**src/rtl/rmii_rx_mac.sv**
```systemverilog
// RMII receive front end: strips preamble/SFD, packs dibits into bytes, holds back
// the 4-byte FCS and reports each frame's status on rx_done/rx_ok.

module crc32 (
  input  logic        clk,
  input  logic        rst,
  input  logic        vld,
  input  logic [7:0]  data,
  output logic [31:0] crc
);
  logic [31:0] lfsr, lfsr_nxt;

  always_comb begin
    lfsr_nxt = lfsr ^ {24'd0, data};
    for (int i = 0; i < 8; i++)
      lfsr_nxt = lfsr_nxt[0] ? ((lfsr_nxt >> 1) ^ 32'hEDB8_8320) : (lfsr_nxt >> 1);
  end

  always_ff @(posedge clk or posedge rst)
    if (rst)      lfsr <= '1;
    else if (vld) lfsr <= lfsr_nxt;

  // FCS bytes in wire order: first transmitted byte lands in [31:24]
  assign crc = ~{lfsr[7:0], lfsr[15:8], lfsr[23:16], lfsr[31:24]};
endmodule

module rmii_rx_mac #(
  parameter int MIN_LEN = 64,
  parameter int MAX_LEN = 1518
) (
  input  logic       clk,
  input  logic       rst,
  input  logic       eth_crsdv,
  input  logic       eth_rxerr,
  input  logic [1:0] eth_rxd,
  output logic       rx_vld,
  output logic [7:0] rx_dat,
  output logic       rx_sof,
  output logic       rx_done,
  output logic       rx_ok
);

  // state    | meaning
  // IDLE     | waiting for a rising edge of crs_dv
  // PREAMBLE | hunting for the SFD dibit
  // DATA     | packing bytes, emitting through the 4-byte hold-back
  // DROP     | discarding the rest of the carrier
  // CHECK    | one-cycle FCS/length verdict
  typedef enum logic [2:0] {IDLE, PREAMBLE, DATA, DROP, CHECK} state_t;

  localparam logic [10:0] MIN_L = 11'(MIN_LEN);
  localparam logic [10:0] MAX_L = 11'(MAX_LEN);
  localparam logic [10:0] OVF_L = 11'(MAX_LEN + 1);

  state_t      state, state_nxt;
  logic        crsdv_q, crsdv_d, rxerr_q;
  logic [1:0]  rxd_q;
  logic        seen01, err, pending, sof_pend, crc_clr;
  logic [1:0]  dcnt;
  logic [7:0]  sh;
  logic [10:0] bcnt;
  logic [2:0]  hcnt;
  logic [7:0]  hold [4];
  logic [31:0] crc_code;
  logic        crc_rst;

  logic        rise, byte_done, overflow, emit, sfd, frame_ok;
  logic [7:0]  byte_new;
  logic [10:0] bcnt_inc;

  assign rise      = crsdv_q & ~crsdv_d;
  assign byte_new  = {rxd_q, sh[7:2]};
  assign bcnt_inc  = (bcnt == 11'h7FF) ? bcnt : bcnt + 11'd1;
  assign byte_done = (state == DATA) && crsdv_q && (dcnt == 2'd3);
  assign overflow  = byte_done && (bcnt_inc == OVF_L);
  assign emit      = byte_done && !overflow && (hcnt == 3'd4);
  assign sfd       = (state == PREAMBLE) && (state_nxt == DATA);
  assign frame_ok  = !err && (bcnt >= MIN_L) && (bcnt <= MAX_L) &&
                     ({hold[0], hold[1], hold[2], hold[3]} == crc_code);
  assign crc_rst   = rst | crc_clr;

  crc32 u_crc (
    .clk  (clk),
    .rst  (crc_rst),
    .vld  (emit),
    .data (hold[0]),
    .crc  (crc_code)
  );

  always_ff @(posedge clk or posedge rst)
    if (rst) state <= IDLE;
    else     state <= state_nxt;

  always_comb begin
    state_nxt = state;
    case (state)
      IDLE:     if (rise) state_nxt = PREAMBLE;
      PREAMBLE:
        if (!crsdv_q)
          state_nxt = IDLE;
        else if (rxerr_q || rxd_q == 2'b10 || (rxd_q == 2'b00 && seen01))
          state_nxt = DROP;
        else if (rxd_q == 2'b11)
          state_nxt = DATA;
      DATA:
        if (!crsdv_q)     state_nxt = CHECK;
        else if (overflow) state_nxt = DROP;
      DROP:     if (!crsdv_q) state_nxt = pending ? CHECK : IDLE;
      CHECK:    state_nxt = rise ? PREAMBLE : IDLE;
      default:  state_nxt = IDLE;
    endcase
  end

  // crsdv history resets high so a carrier already present at reset release is not taken as a new frame
  always_ff @(posedge clk or posedge rst) begin
    if (rst) begin
      crsdv_q  <= 1'b1;
      crsdv_d  <= 1'b1;
      rxerr_q  <= 1'b0;
      rxd_q    <= 2'b00;
      rx_vld   <= 1'b0;
      rx_dat   <= 8'd0;
      rx_sof   <= 1'b0;
      rx_done  <= 1'b0;
      rx_ok    <= 1'b0;
      seen01   <= 1'b0;
      err      <= 1'b0;
      pending  <= 1'b0;
      sof_pend <= 1'b0;
      crc_clr  <= 1'b1;
      dcnt     <= 2'd0;
      sh       <= 8'd0;
      bcnt     <= 11'd0;
      hcnt     <= 3'd0;
      for (int i = 0; i < 4; i++) hold[i] <= 8'd0;
    end else begin
      crsdv_q <= eth_crsdv;
      crsdv_d <= crsdv_q;
      rxerr_q <= eth_rxerr;
      rxd_q   <= eth_rxd;
      rx_vld  <= emit;
      rx_sof  <= emit & sof_pend;
      if (emit) rx_dat <= hold[0];
      rx_done <= (state == CHECK);
      rx_ok   <= (state == CHECK) && frame_ok;

      if (state != PREAMBLE)
        seen01 <= 1'b0;
      else if (crsdv_q && rxd_q == 2'b01)
        seen01 <= 1'b1;

      if (sfd) begin
        dcnt     <= 2'd0;
        sh       <= 8'd0;
        bcnt     <= 11'd0;
        hcnt     <= 3'd0;
        err      <= 1'b0;
        pending  <= 1'b0;
        sof_pend <= 1'b1;
        crc_clr  <= 1'b1;
        for (int i = 0; i < 4; i++) hold[i] <= 8'd0;
      end else if (state == DATA) begin
        if (crsdv_q) begin
          sh   <= byte_new;
          dcnt <= dcnt + 2'd1;
          if (rxerr_q) err <= 1'b1;
          if (byte_done) begin
            bcnt <= bcnt_inc;
            if (overflow) begin
              err     <= 1'b1;
              pending <= 1'b1;
            end else if (hcnt != 3'd4) begin
              hold[hcnt[1:0]] <= byte_new;
              hcnt            <= hcnt + 3'd1;
              if (hcnt == 3'd3) crc_clr <= 1'b0;
            end else begin
              hold[0]  <= hold[1];
              hold[1]  <= hold[2];
              hold[2]  <= hold[3];
              hold[3]  <= byte_new;
              sof_pend <= 1'b0;
            end
          end
        end else if (dcnt != 2'd0) begin
          err <= 1'b1;
        end
      end else if (state == PREAMBLE && state_nxt == DROP) begin
        pending <= 1'b0;
      end
    end
  end

endmodule

```
**config.mk**
```make
export PLATFORM = sky130hd
export DESIGN_NAME = rmii_rx_mac
export DESIGN_NICKNAME = d
export VERILOG_FILES = /design/src/rtl/rmii_rx_mac.sv
export SDC_FILE = /design/constraint.sdc
export NUM_CORES = 1
export LEC_CHECK = 0
export ABC_AREA = 1
export CAP_MARGIN = 20
export CELL_PAD_IN_SITES_DETAIL_PLACEMENT = 1
export CELL_PAD_IN_SITES_GLOBAL_PLACEMENT = 1
export CORE_MARGIN = 2
export CORE_UTILIZATION = 40
export CTS_CLUSTER_DIAMETER = 40
export CTS_CLUSTER_SIZE = 28
export DETAILED_ROUTE_END_ITERATION = 10
export GPL_TIMING_DRIVEN = 1
export PLACE_DENSITY = 0.67
export SLEW_MARGIN = 0
export SYNTH_ARGS = -nofsm -noshare
export SYNTH_HDL_FRONTEND = slang
export SYNTH_HIERARCHICAL = 1
export SYNTH_SLANG_ARGS = --single-unit
```
**constraint.sdc**
```tcl
create_clock -name clk -period 3.37 [get_ports clk]
set_clock_uncertainty 0.2 [all_clocks]
set_input_delay 0.674 -clock clk [delete_from_list [all_inputs] [get_ports clk]]
set_output_delay 0.674 -clock clk [all_outputs]
set_load 0.05 [all_outputs]
```
Word-level counts from Yosys, hierarchy flattened
Index checks and enable logic that the tools add are counted.
- add/sub/neg operators: 3
- multipliers: 0
- divide/modulo/power cells: 0
- $lt $le $gt $ge: 4
- eq/ne operators: 22
- shift operators: 0
- multiplexer cells: 72
- bitwise gates (word level): 15
- reductions and logical operators: 37
- operators by type and width (kind ; number):
    32-bit two-way mux ; 14
    13-bit NOT with 14-bit output ; 8
    11-bit two-way mux ; 5
    3-bit two-way mux ; 14
    32-bit bitwise mux ; 1
    32-bit equality test ; 1
    8-bit two-way mux ; 4
    32-bit NOT ; 1
    32-bit by 8-bit bitwise XOR with 32-bit output ; 1
    1-bit two-way mux ; 29
    11-bit equality test, second input constant ; 2
    8-bit demux with 2-bit select ; 1
    3-bit by 2-bit equality test with 1-bit output, second input constant ; 5
    3-bit case mux with 5 select lines ; 1
    1-bit logical AND ; 14
    2-bit nonzero test ; 7
    3-bit != test, second input constant ; 4
    11-bit by 1-bit adder with 11-bit output, second input constant ; 1
    11-bit by 7-bit greater-or-equal comparator with 1-bit output, second input constant ; 1
    11-bit less-or-equal comparator, second input constant ; 1
    5-bit AND reduction ; 2
    4-bit AND reduction ; 2
    2-bit equality test, second input constant ; 3
    3-bit equality test, second input constant ; 2
    other kinds (22) ; 29
- register bits after elaboration: 113
- bits in latches: 0
- bits in writable memories: 0
- memory bits (read-only): 0
- input port bits: 6
- output and inout bits: 12
- logic and storage cells: 177
- memories: 0

Logic depth before layout (Yosys ltp)
Gate-level depths: netlist of run 1.
- depth in word-level cells: 17
- depth in mapped cells: 16

Hierarchy
The synthesis of run 1 kept the hierarchy.
- by module, submodules not included (module ; instances ; cells an instance ; area each (µm²) ; sequential area each (µm²)):
    rmii_rx_mac ; 1 ; 570 ; 4490.6 ; 1980.6
    crc32 ; 1 ; 381 ; 2472.4 ; 840.8

Worst setup path after synthesis of run 1
OpenSTA, ideal clock, no wires.
- path kind: reg-to-reg
- from: reg bcnt[0]
- to: reg u_crc.lfsr[11]
- arrival: 2.306 ns
- required time: 3.092 ns
- path slack: 0.786 ns
- cell stages (with the launch flop): 16
- buffers on the path: 2
- clock period less this slack: 2.584 ns
- cells stage by stage: dfrtp_1 -> ha_1 -> nand2_2 -> nor2_4 -> nand3_4 -> nand2_1 -> o21ai_2 -> nand3_1 -> nor2_2 -> nand2_1 -> nand2_4 -> nor2_2 -> buf_2 -> buf_1 -> o21ai_0 -> o22ai_1
- word-level cells in the longest chain between the ends: 7
- ends and longest elaborated chain (element ; line ; text):
    from (decl) ; 61 ; logic [10:0] bcnt;
    from (signal assigned) ; 168 ; bcnt <= bcnt_inc;
    11-bit by 1-bit adder with 11-bit output or 11-bit equality test (tied branches) ; 73 ; assign bcnt_inc = (bcnt == 11'h7FF) ? bcnt : bcnt + 11'd1;
    11-bit two-way mux (*) ; 73 ;
    11-bit equality test (*) ; 75 ; assign overflow = byte_done && (bcnt_inc == OVF_L);
    1-bit logical AND (*) ; 75 ;
    1-bit logical NOT (*) ; 76 ; assign emit = byte_done && !overflow && (hcnt == 3'd4);
    1-bit logical AND (*) (2 in series) ; 76 ;
    via emit ; 67 ; logic rise, byte_done, overflow, emit, sfd, frame_ok;
    to (signal assigned) ; 21 ; else if (vld) lfsr <= lfsr_nxt;
    to (decl) ; 11 ; logic [31:0] lfsr, lfsr_nxt;
The timed path passes the listed nets; every way through them passes the cells marked *.
A chain may end at the register's enable or synchronous reset.

Worst setup path in the final report of run 1
- from: reg bcnt[0]
- to: reg hold[14] (netlist bit)
- word-level cells in the longest chain between the ends: 11
- ends and longest elaborated chain (element ; line ; text):
    11-bit by 1-bit adder with 11-bit output or 11-bit equality test (tied branches) ; 73 ;
    11-bit two-way mux (*) ; 73 ;
    11-bit equality test (*) ; 75 ;
    1-bit logical AND (*) ; 75 ;
    3-bit two-way mux ; 107 ; else if (overflow) state_nxt = DROP;
    3-bit two-way mux ; 106 ; if (!crsdv_q) state_nxt = CHECK;
    3-bit case mux with 5 select lines ; 96 ; case (state)
    3-bit by 2-bit equality test with 1-bit output ; 77 ; assign sfd = (state == PREAMBLE) && (state_nxt == DATA);
    1-bit logical AND ; 77 ;
    2-bit by 1-bit != test with 1-bit output (no line) or 2-bit nonzero test (tied branches) ; - ;
    4-bit AND reduction (no line) ; - ;
    to (signal, indexed assignment) ; 173 ; hold[hcnt[1:0]] <= byte_new;
    to (decl) ; 63 ; logic [7:0] hold [4];
Every way passes the cells marked *; elsewhere a longest branch is shown, timed or not.

==> results of run 1 <==
## kinds of logic after synthesis
logic type,Yosys count
AO/OA/AOI/OAI,149
XOR/XNOR,29
adder cells (fa/ha/maj),9
buffers and inverters,157
flip-flops,111
AND/OR/NAND/NOR,496
## synth_stat cells (all sizes together) (2+ instances only)
master	n
nand2	332
inv	129
nand3	99
o21ai	88
dfrtp	76
nor2	43
dfstp	35
xor2	22
o2111ai	16
o22ai	15
buf	14
clkbuf	13
a21oi	12
ha	9
nand4	7
xnor2	7
nor3	4
or2	4
a221oi	3
a22o	3
a31oi	3
nor4	3
a211oi	2
## registers in the layout (all words and copies together), names as in the netlist, 2 cells and up
register / flops
bcnt: 11
state: 3
dcnt: 2
rx_dat: 8
u_crc/lfsr: 32
rxd_q: 2
sh: 6
hcnt: 3
hold: 32
## layer usage
layer  up-vias  global-route usage  part of all wire
met2       114              0.4666              0.51
met1      3239              0.3186              0.43
met5         -                   0                 0
li1       3091                   -                 -
met4         0              0.1105             0.038
met3        50             0.03393             0.023
## area by class of cell
type	instances	area (sq um)	share of cell area
repair buffers	25	255.2	0.03313
inverters	130	491.7	0.06383
clock inverters	7	121.4	0.01575
clock buffers	9	225.2	0.02924
multi-input cells	683	3507	0.4553
well taps	225	281.5	0.03654
flip-flops and latches	111	2821	0.3663
## critical path, stage by stage (launching register included)
cell and delay [ns]:
dfrtp_1 0.47, ha_1 0.27, nand2_2 0.14, nor2_4 0.07, nand3_4 0.15, nand2_1 0.07
nor2_1 0.23, nand3_1 0.13, nor2_2 0.16, nand3_2 0.17, nand3_4 0.28, nand3_1 0.12
nand2_1 0.29, nand2_1 0.11, nand2_1 0.07
## metrics by stage
step	setup WS, ns	utilization	hold WS [ns]
2_1_floorplan	0.4776	-	0.1742
3_3_place_gp	0.4467	0.4283	0.1798
3_5_place_dp	0.3520	0.4283	0.1902
4_1_cts	0.3260	0.4485	0.2036
5_1_grt	0.04162	0.4485	0.2152
6_report	0.3761	0.4485	0.2041
## path summary, 6_finish.rpt
check,to,startpoint,cells past startpoint,slack [ns]
setup reg to reg,hold[14],bcnt[0],14,0.38
hold reg to reg,crsdv_d,crsdv_q,0,0.20
max in group asynchronous,u_crc/lfsr[11],rst,4,1.74
min in group asynchronous,hcnt[2],rst,2,0.48
hold / removal,crsdv_d,crsdv_q,0,0.20
setup / recovery,hold[14],bcnt[0],14,0.38
## power breakdown
part | switching, mW | leakage (nW) | internal (mW)
Combinational | 1.10 | 1.94 | 0.442
Sequential | 0.153 | 1.40 | 1.46
Clock | 0.573 | 0.168 | 0.677
Total | 1.83 | 3.51 | 2.58
## cell usage in the layout (no fill, tap or decap), types with 3 or more instances in the layout
| cell type | netlist | layout |
|---|---|---|
| a21oi_1 | 10 | 10 |
| a221oi_1 | 3 | 3 |
| a22o_1 | 3 | 3 |
| a31oi_1 | 3 | 3 |
| buf_4 | 2 | 6 |
| clkbuf_16 | 0 | 9 |
| clkdlybuf4s50_1 | 0 | 17 |
| dfrtp_1 | 76 | 76 |
| dfstp_2 | 35 | 35 |
| ha_1 | 9 | 9 |
| inv_1 | 115 | 114 |
| inv_2 | 13 | 13 |
| nand2_1 | 295 | 295 |
| nand2_2 | 29 | 29 |
| nand2_4 | 8 | 8 |
| nand3_1 | 95 | 95 |
| nand4_1 | 7 | 7 |
| nor2_1 | 36 | 36 |
| nor2_4 | 5 | 5 |
| nor3_1 | 4 | 4 |
| nor4_1 | 3 | 3 |
| o2111ai_1 | 16 | 16 |
| o21ai_0 | 70 | 70 |
| o21ai_1 | 17 | 17 |
| o22ai_1 | 15 | 15 |
| or2_2 | 3 | 3 |
| xnor2_1 | 7 | 7 |
| xor2_1 | 22 | 22 |
==> run_results.csv, run 1 <==
group,metric,value,unit
layout,drive_above_1_share,0.1337,
job,maxCapViolations,0,
logic_synthesis,yosys_warnings,6,
drt,post-route-drc-count,0,
sta,fmax,334.0,MHz
drt,wl_per_cell,19.33,um
logic_synthesis,synth_area_leaders,"dfrtp_1 27%, nand2_1 16%, dfstp_2 13%",
drt,num_vias,6494,
logic_synthesis,ys_ff_latch,111,
floorplanning,die_w,135.9,um
logic_synthesis,synth_top_family_by_area,"simple AND/OR/NAND/NOR gates",
worst_setup_path,required,3.47,ns
logic_synthesis,post_synth_instance_area,6963,sq um
drt,drt-total-wl,23000,um
global_route,first_global_vias,6836,
worst_setup_path,crit_path_end_kind,"register",
worst_setup_path,startpoint_type,"register",
drt,drtAntennaViolNets,0,
clock_tree,clk_latency,0.37,ns
floorplanning,core.rowCount,48,
worst_setup_path,arrival,3.09,ns
logic_synthesis,synth_top_cell_area_share,0.2731,
floorplanning,initial_utilization,0.4054,
layout,fin_cells,1190,
drt,viasPerCell,5.457,
clock_tree,clock_path_buffers,2,
placement,post-dp-hpwl,17860,um
drt,dr.pass1.iters,5,
sta,setup_viol,0,
clock_tree,hold_buffers,0,
logic_synthesis,ys_seq_area_frac,0.4052,
placement,place_area,7357,sq um
pwr,power.density,571.4,nW/um^2
floorplanning,io_pins,18,
sta,hold_viol_final,0,
floorplanning,fp.dieH,135.9,um
sta,rsz0062_at_grt,"false",
logic_synthesis,synthAdderAreaFrac,0.01617,
floorplanning,core_area,17180,sq um
logic_synthesis,synth_mux_area_frac,0,
logic_synthesis,synth-compound-area-share,0.1279,
worst_hold_path,hold_class,"register to register",
logic_synthesis,synth_ff_type,"dfrtp_1",
floorplanning,dieArea,18480,sq um
pwr,p_leak,3.508,nW
logic_synthesis,synthArstFlopShare,1.000,
global_route,overflow,0,
sta,fin_setup_tns,0,ns
logic_synthesis,synthXorXnorAreaFrac,0.03648,
clock_tree,post_cts_resized,0,
drt,first_iter_violations,345,
logic_synthesis,netlist_instances,951,
clock_tree,h-tree-depth,3,
layout,nets,975,
clock_tree,clock-root-buffer,"clkbuf_16",
placement,gp_congestion,0.9314,
sta,relSlewSlack,0.5013,
pwr,irDropWorstVdd,0.3612,mV
worst_setup_path,cp_max_fo,22,
sta,drv_slew,0,
clock_tree,post_cts_buffers,0,
global_route,grt_max_degree,51,
clock_tree,cts_tree,"yes",
clock_tree,numClockSinks,111,
sta,finalCriticalPeriod,2.994,ns
logic_synthesis,ys_types,50,
placement,dp.cells,1174,
sta,final.period_utilization,0.8884,
sta,worst_pin_slew,0.7292,ns
layout,num-fill-cells,2188,
logic_synthesis,yosys.area.top_type,"dfrtp_1",
logic_synthesis,synth-edff-count,0,
logic_synthesis,avgSynthCellArea,7.322,sq um
status,status,"complete, no violations",
layout,num_antenna_cells,0,
pwr,power,4.402,mW
global_route,grt_pass1_wl,36740,um
clock_tree,cts_buffers,9,
global_route,antenna_found_initial,0,
clock_tree,clk_pin_slew,0.08,ns
layout,syn2layout_area_growth,10.64,%
worst_setup_path,path_class,"register to register",
global_route,grt_use_total,0.2621,
placement,io_buffers,17,
logic_synthesis,synthSimpleGateAreaFrac,0.3231,
layout,stdcell_area,7704,sq um
logic_synthesis,syn_nets,966,
Note: power is estimated with default switching activity, not from simulation.
==> inputs of run 2 (changes only) <==
--- a/config.mk
+++ b/config.mk
@@ -7,8 +7,8 @@
 export LEC_CHECK = 0
 export ABC_AREA = 1
+export ABC_CLOCK_PERIOD_IN_PS = 3370
 export CAP_MARGIN = 20
 export CELL_PAD_IN_SITES_DETAIL_PLACEMENT = 1
 export CELL_PAD_IN_SITES_GLOBAL_PLACEMENT = 1
-export CORE_MARGIN = 2
 export CORE_UTILIZATION = 40
 export CTS_CLUSTER_DIAMETER = 40
--- a/constraint.sdc
+++ b/constraint.sdc
@@ -3,3 +3,3 @@
 set_input_delay 0.674 -clock clk [delete_from_list [all_inputs] [get_ports clk]]
 set_output_delay 0.674 -clock clk [all_outputs]
-set_load 0.05 [all_outputs]
+set_load 0.1 [all_outputs]
==> run_results.csv, run 2 (synthesis results as in run 1) <==
group,metric,value,unit
clock_tree,numClockSinks,111,
pwr,p_leak,3.507,nW
floorplanning,dieArea,17940,sq um
sta,fmax,339.8,MHz
worst_setup_path,startpoint_type,"register",
layout,most-common-layout-cells,"295 x nand2_1, 114 x inv_1, 95 x nand3_1",
worst_hold_path,whs_path_depth,0,
job,maxCapViolations,0,
layout,nets,975,
layout,fin_util,0.4541,
clock_tree,cts_tree,"yes",
clock_tree,clk_pin_slew,0.08,ns
floorplanning,fp.dieH,133.9,um
pwr,power.density,557.6,nW/um^2
layout,layout_commonest_cell,"nand2_1",
layout,syn2layout_area_growth,9.290,%
global_route,first_global_vias,6822,
placement,io_buffers,17,
floorplanning,core_area,16760,sq um
worst_setup_path,path_class,"register to register",
drt,drtAntennaViolNets,0,
floorplanning,io_pins,18,
drt,drt-total-wl,22660,um
worst_hold_path,hold_class,"register to register",
worst_setup_path,arrival,3.04,ns
status,status,"complete, no violations",
worst_setup_path,cp_max_fo,25,
floorplanning,die_w,133.9,um
sta,finalCriticalPeriod,2.943,ns
worst_setup_path,crit_path_end_kind,"register",
clock_tree,hold_buffers,0,
sta,fin_setup_tns,0,ns
placement,post-dp-hpwl,17510,um
clock_tree,post_cts_buffers,0,
worst_setup_path,required,3.47,ns
layout,num_antenna_cells,0,
clock_tree,clock_path_buffers,2,
global_route,grt_max_degree,80,
layout,drive_above_1_share,0.1451,
clock_tree,clk_latency,0.37,ns
global_route,antenna_found_initial,0,
worst_setup_path,reg2regPathDepth,15,
sta,relSlewSlack,0.5479,
sta,setup_viol,0,
clock_tree,cts_buffers,9,
drt,first_iter_violations,308,
global_route,met1_usage,0.3435,
floorplanning,initial_utilization,0.4155,
floorplanning,core.rowCount,47,
global_route,gr-usage-met3,0.02872,
drt,post-route-drc-count,0,
drt,wl_per_cell,19.12,um
sta,final.period_utilization,0.8733,
global_route,grt_use_met2,0.4634,
sta,worst_pin_slew,0.6730,ns
clock_tree,post_cts_resized,0,
sta,drv_slew,0,
sta,hold_viol_final,0,
global_route,grt_pass1_wl,36900,um
clock_tree,h-tree-depth,3,
global_route,overflow,0,
layout,reg.largest.list,"hold (32), u_crc/lfsr (32), bcnt (11)",
pwr,irDropWorstVdd,0.2644,mV
placement,gp_congestion,0.8749,
drt,num_vias,6490,
clock_tree,clock-root-buffer,"clkbuf_16",
sta,rsz0062_at_grt,"false",
global_route,top_usage_layer,"met2",
drt,dr.pass1.iters,5,
global_route,grt_use_total,0.2684,
drt,viasPerCell,5.477,
==> run 2: cell count changes in the layout (fill, tap and decap cells not counted), sizes merged <==
cell	before	now
bufinv	2	0
inv	131	133
clkdlybuf4s50	17	5
clkbuf	9	10
clkinv	4	3
buf	8	20
==> run 2: worst paths after layout <==
check / from / endpoint / slack (ns)
max in group asynchronous: rst / u_crc/lfsr[10] / 1.75
min in group asynchronous: rst / bcnt[4] / 0.55
min reg2reg: crsdv_q / crsdv_d / 0.20
min: crsdv_q / crsdv_d / 0.20
max reg2reg: bcnt[0] / sh[6] / 0.43
max: bcnt[0] / sh[6] / 0.43
==> run 2: routing by layer <==
layer  wire length, um  share of wire
met2             11370           0.50
met4               526          0.023
met5                 0              0
met1             10180           0.45
met3               584          0.026
==> run 2: cell type report <==
class                      count  area (sq um)
clock buffer                  10         229.0
clock inverter                 6         60.06
fill                        2162          9150
inverter                     130         491.7
multi-input combinational    683          3507
sequential                   111          2821
tap                          220         275.3
timing repair buffer          25         225.2
==> run 2: critical path, stage by stage, from the launching register on <==
cell	delay (ns)
dfrtp_1	0.44
ha_1	0.27
nand2_2	0.12
nor2_4	0.06
nand3_4	0.14
nand2_1	0.08
nor2_1	0.22
nand3_1	0.13
nor2_2	0.16
nand3_2	0.15
nand3_4	0.28
buf_4	0.28
nand2_2	0.10
inv_2	0.09
nand2_1	0.06
nand2_1	0.09
==> run 2: metrics by stage <==
stage	cells	hold WS [ns]	area (sq um)	power [mW]	setup slack, ns
finish	1185	0.2012	7610	4.243	0.4270
global route	1185	0.2090	7610	4.505	0.2298
CTS	1185	0.2016	7610	4.271	0.4241
detailed placement	1169	0.1909	7321	3.169	0.4813
global placement	1169	0.1861	7321	3.097	0.6138
floorplan	951	0.1742	6963	2.698	0.4776
==> run 2: power breakdown <==
part	switching [mW]	leakage, nW	internal, mW
clock	0.559	0.142	0.524
sequential	0.157	1.40	1.46
combinational	1.10	1.96	0.441
==> inputs of run 3 (changes only) <==
--- a/config.mk
+++ b/config.mk
@@ -17,4 +17,5 @@
 export GPL_TIMING_DRIVEN = 1
 export PLACE_DENSITY = 0.67
+export REMOVE_ABC_BUFFERS = 1
 export SLEW_MARGIN = 0
 export SYNTH_ARGS = -nofsm -noshare
==> constraint.sdc (replaced) <==
create_clock -name clk -period 3.37 [get_ports clk]
set_clock_uncertainty 0.2 [all_clocks]
set_input_delay 0.8425 -clock clk [delete_from_list [all_inputs] [get_ports clk]]
set_output_delay 0.8425 -clock clk [all_outputs]
set_load 0.1 [all_outputs]
==> run_results.csv, run 3 (synthesis results as in run 1) <==
group,metric,value,unit
pwr,internal_power,2.561,mW
clock_tree,cts_tree,"yes",
sta,fin_ws,0.4566,ns
worst_setup_path,arrival,3.02,ns
sta,rsz0062_at_grt,"false",
layout,drive_above_1_share,0.1468,
global_route,antenna_found_initial,0,
drt,dr.pass1.iters,5,
global_route,grt_max_degree,51,
drt,drt-total-wl,23880,um
placement,dp_slack,0.4705,ns
clock_tree,clk_pin_slew,0.08,ns
layout,syn2layout_area_growth,10.03,%
layout,num_antenna_cells,0,
pwr,seqPwrFrac,0.368,
floorplanning,initial_utilization,0.4155,
clock_tree,post_cts_resized,0,
worst_setup_path,reg2regPathDepth,12,
worst_setup_path,r2r-start,"bcnt[0]",
pwr,p_switching,1.851,mW
layout,fin_cells,1187,
sta,fmax,343.2,MHz
placement,post-dp-hpwl,18240,um
layout,stdcell_area,7661,sq um
worst_setup_path,required,3.47,ns
worst_setup_path,crit_path_start,"bcnt[0]",
worst_setup_path,crit_path_end_kind,"register",
clock_tree,clk_latency,0.36,ns
sta,final.period_utilization,0.8645,
clock_tree,numClockSinks,111,
drt,num_vias,6506,
worst_hold_path,hold_class,"register to register",
sta,finalCriticalPeriod,2.913,ns
placement,gp_congestion,0.8884,
drt,post-route-drc-count,0,
sta,drv_slew,0,
worst_setup_path,path_class,"register to register",
worst_setup_path,cp_max_fo,27,
pwr,swShare,0.4196,
pwr,clkPwrFrac,0.272,
floorplanning,fp.dieH,133.9,um
global_route,grt_use_total,0.2783,
pwr,power.density,575.9,nW/um^2
clock_tree,clock_path_buffers,2,
clock_tree,clock-root-buffer,"clkbuf_16",
floorplanning,core_area,16760,sq um
layout,nets,977,
placement,dp.cells,1171,
layout,layout_commonest_cell,"nand2_1",
clock_tree,cts_buffers,9,
sta,setup_viol,0,
sta,relSlewSlack,0.5312,
global_route,grt_pass1_wl,37920,um
layout,fin_util,0.4571,
worst_hold_path,hold_start,"crsdv_q",
worst_hold_path,whs_path_depth,0,
layout,reg.largest.list,"hold (32), u_crc/lfsr (32), bcnt (11)",
layout,most-common-layout-cells,"295 x nand2_1, 114 x inv_1, 95 x nand3_1",
job,maxCapViolations,0,
drt,first_iter_violations,470,
status,status,"complete, no violations",
placement,place_area,7341,sq um
pwr,p_leak,3.533,nW
layout,seq_area,2821,sq um
floorplanning,die_w,133.9,um
layout,multi_input_area,3512,sq um
global_route,first_global_vias,6629,
drt,drtAntennaViolNets,0,
sta,worst_pin_slew,0.7015,ns
drt,wl_per_cell,20.12,um
placement,io_buffers,17,
floorplanning,io_pins,18,
worst_setup_path,startpoint_type,"register",
floorplanning,dieArea,17940,sq um
drt,viasPerCell,5.481,
clock_tree,hold_buffers,0,
pwr,irDropWorstVdd,0.3888,mV
global_route,overflow,0,
layout,num-fill-cells,2151,
clock_tree,post_cts_buffers,0,
floorplanning,core.rowCount,47,
pwr,combPwrFrac,0.361,
sta,hold_viol_final,0,
clock_tree,h-tree-depth,3,
run 3: cell count changes in the layout (fill, tap and decap cells not counted):
cell	change
bufinv_16	+2
nor2_2	-1
nor2_4	+1
clkinv_8	-1
clkinv_2	+1
buf_4	+2
inv_6	-2
run 3: power by group through the flow:
stage	clock [mW]	combinational (mW)	sequential [mW]
floorplan	0	1.09	1.58
global placement	0	1.50	1.64
detailed placement	0	1.55	1.65
CTS	1.23	1.57	1.63
global route	1.27	1.77	1.64
finish	1.20	1.59	1.62
run 3: path summary, 6_finish.rpt:
| kind | to | slack, ns |
|---|---|---|
| min in group asynchronous | hcnt[1] | 0.67 |
| max in group asynchronous | u_crc/lfsr[2] | 1.59 |
| max reg2reg | hold[17] | 0.46 |
| min reg2reg | crsdv_d | 0.20 |
| max | hold[17] | 0.46 |
| min | crsdv_d | 0.20 |
run 3: per-layer routing:
metal / up-vias / global-route usage / wire (um)
met1: 3269 / 0.4133 / 12000
met3: 24 / 0.02986 / 1012
li1: 3092 / - / -
met5: - / 0 / 0
met4: 0 / 0.07639 / 362
met2: 121 / 0.4269 / 10510
run 3: area by class of cell:
type	instances	area share
repair buffers	27	0.03136
inverters	130	0.06418
clock buffers	10	0.02989
multi-input cells	683	0.4584
well taps	220	0.03593
clock inverters	6	0.01192
flip-flops and latches	111	0.3683
run 3: metrics by stage:
step / setup TNS, ns / power (mW) / hold slack [ns]
6_report: 0 / 4.412 / 0.1996
5_1_grt: 0 / 4.675 / 0.2059
4_1_cts: 0 / 4.424 / 0.2007
3_5_place_dp: 0 / 3.203 / 0.1894
3_3_place_gp: 0 / 3.145 / 0.1874
2_1_floorplan: -4.539 / 2.674 / 0.1742
run 3: critical path, stage by stage, from the launching register on:
cell	delay, ns
dfrtp_1	0.46
ha_1	0.25
nand2_2	0.10
o21ai_0	0.21
nand2_1	0.07
nor2_1	0.22
nand4_1	0.15
nor2_2	0.14
nand3_2	0.16
nand3_4	0.31
buf_4	0.30
o2111ai_1	0.16
nand2_1	0.10
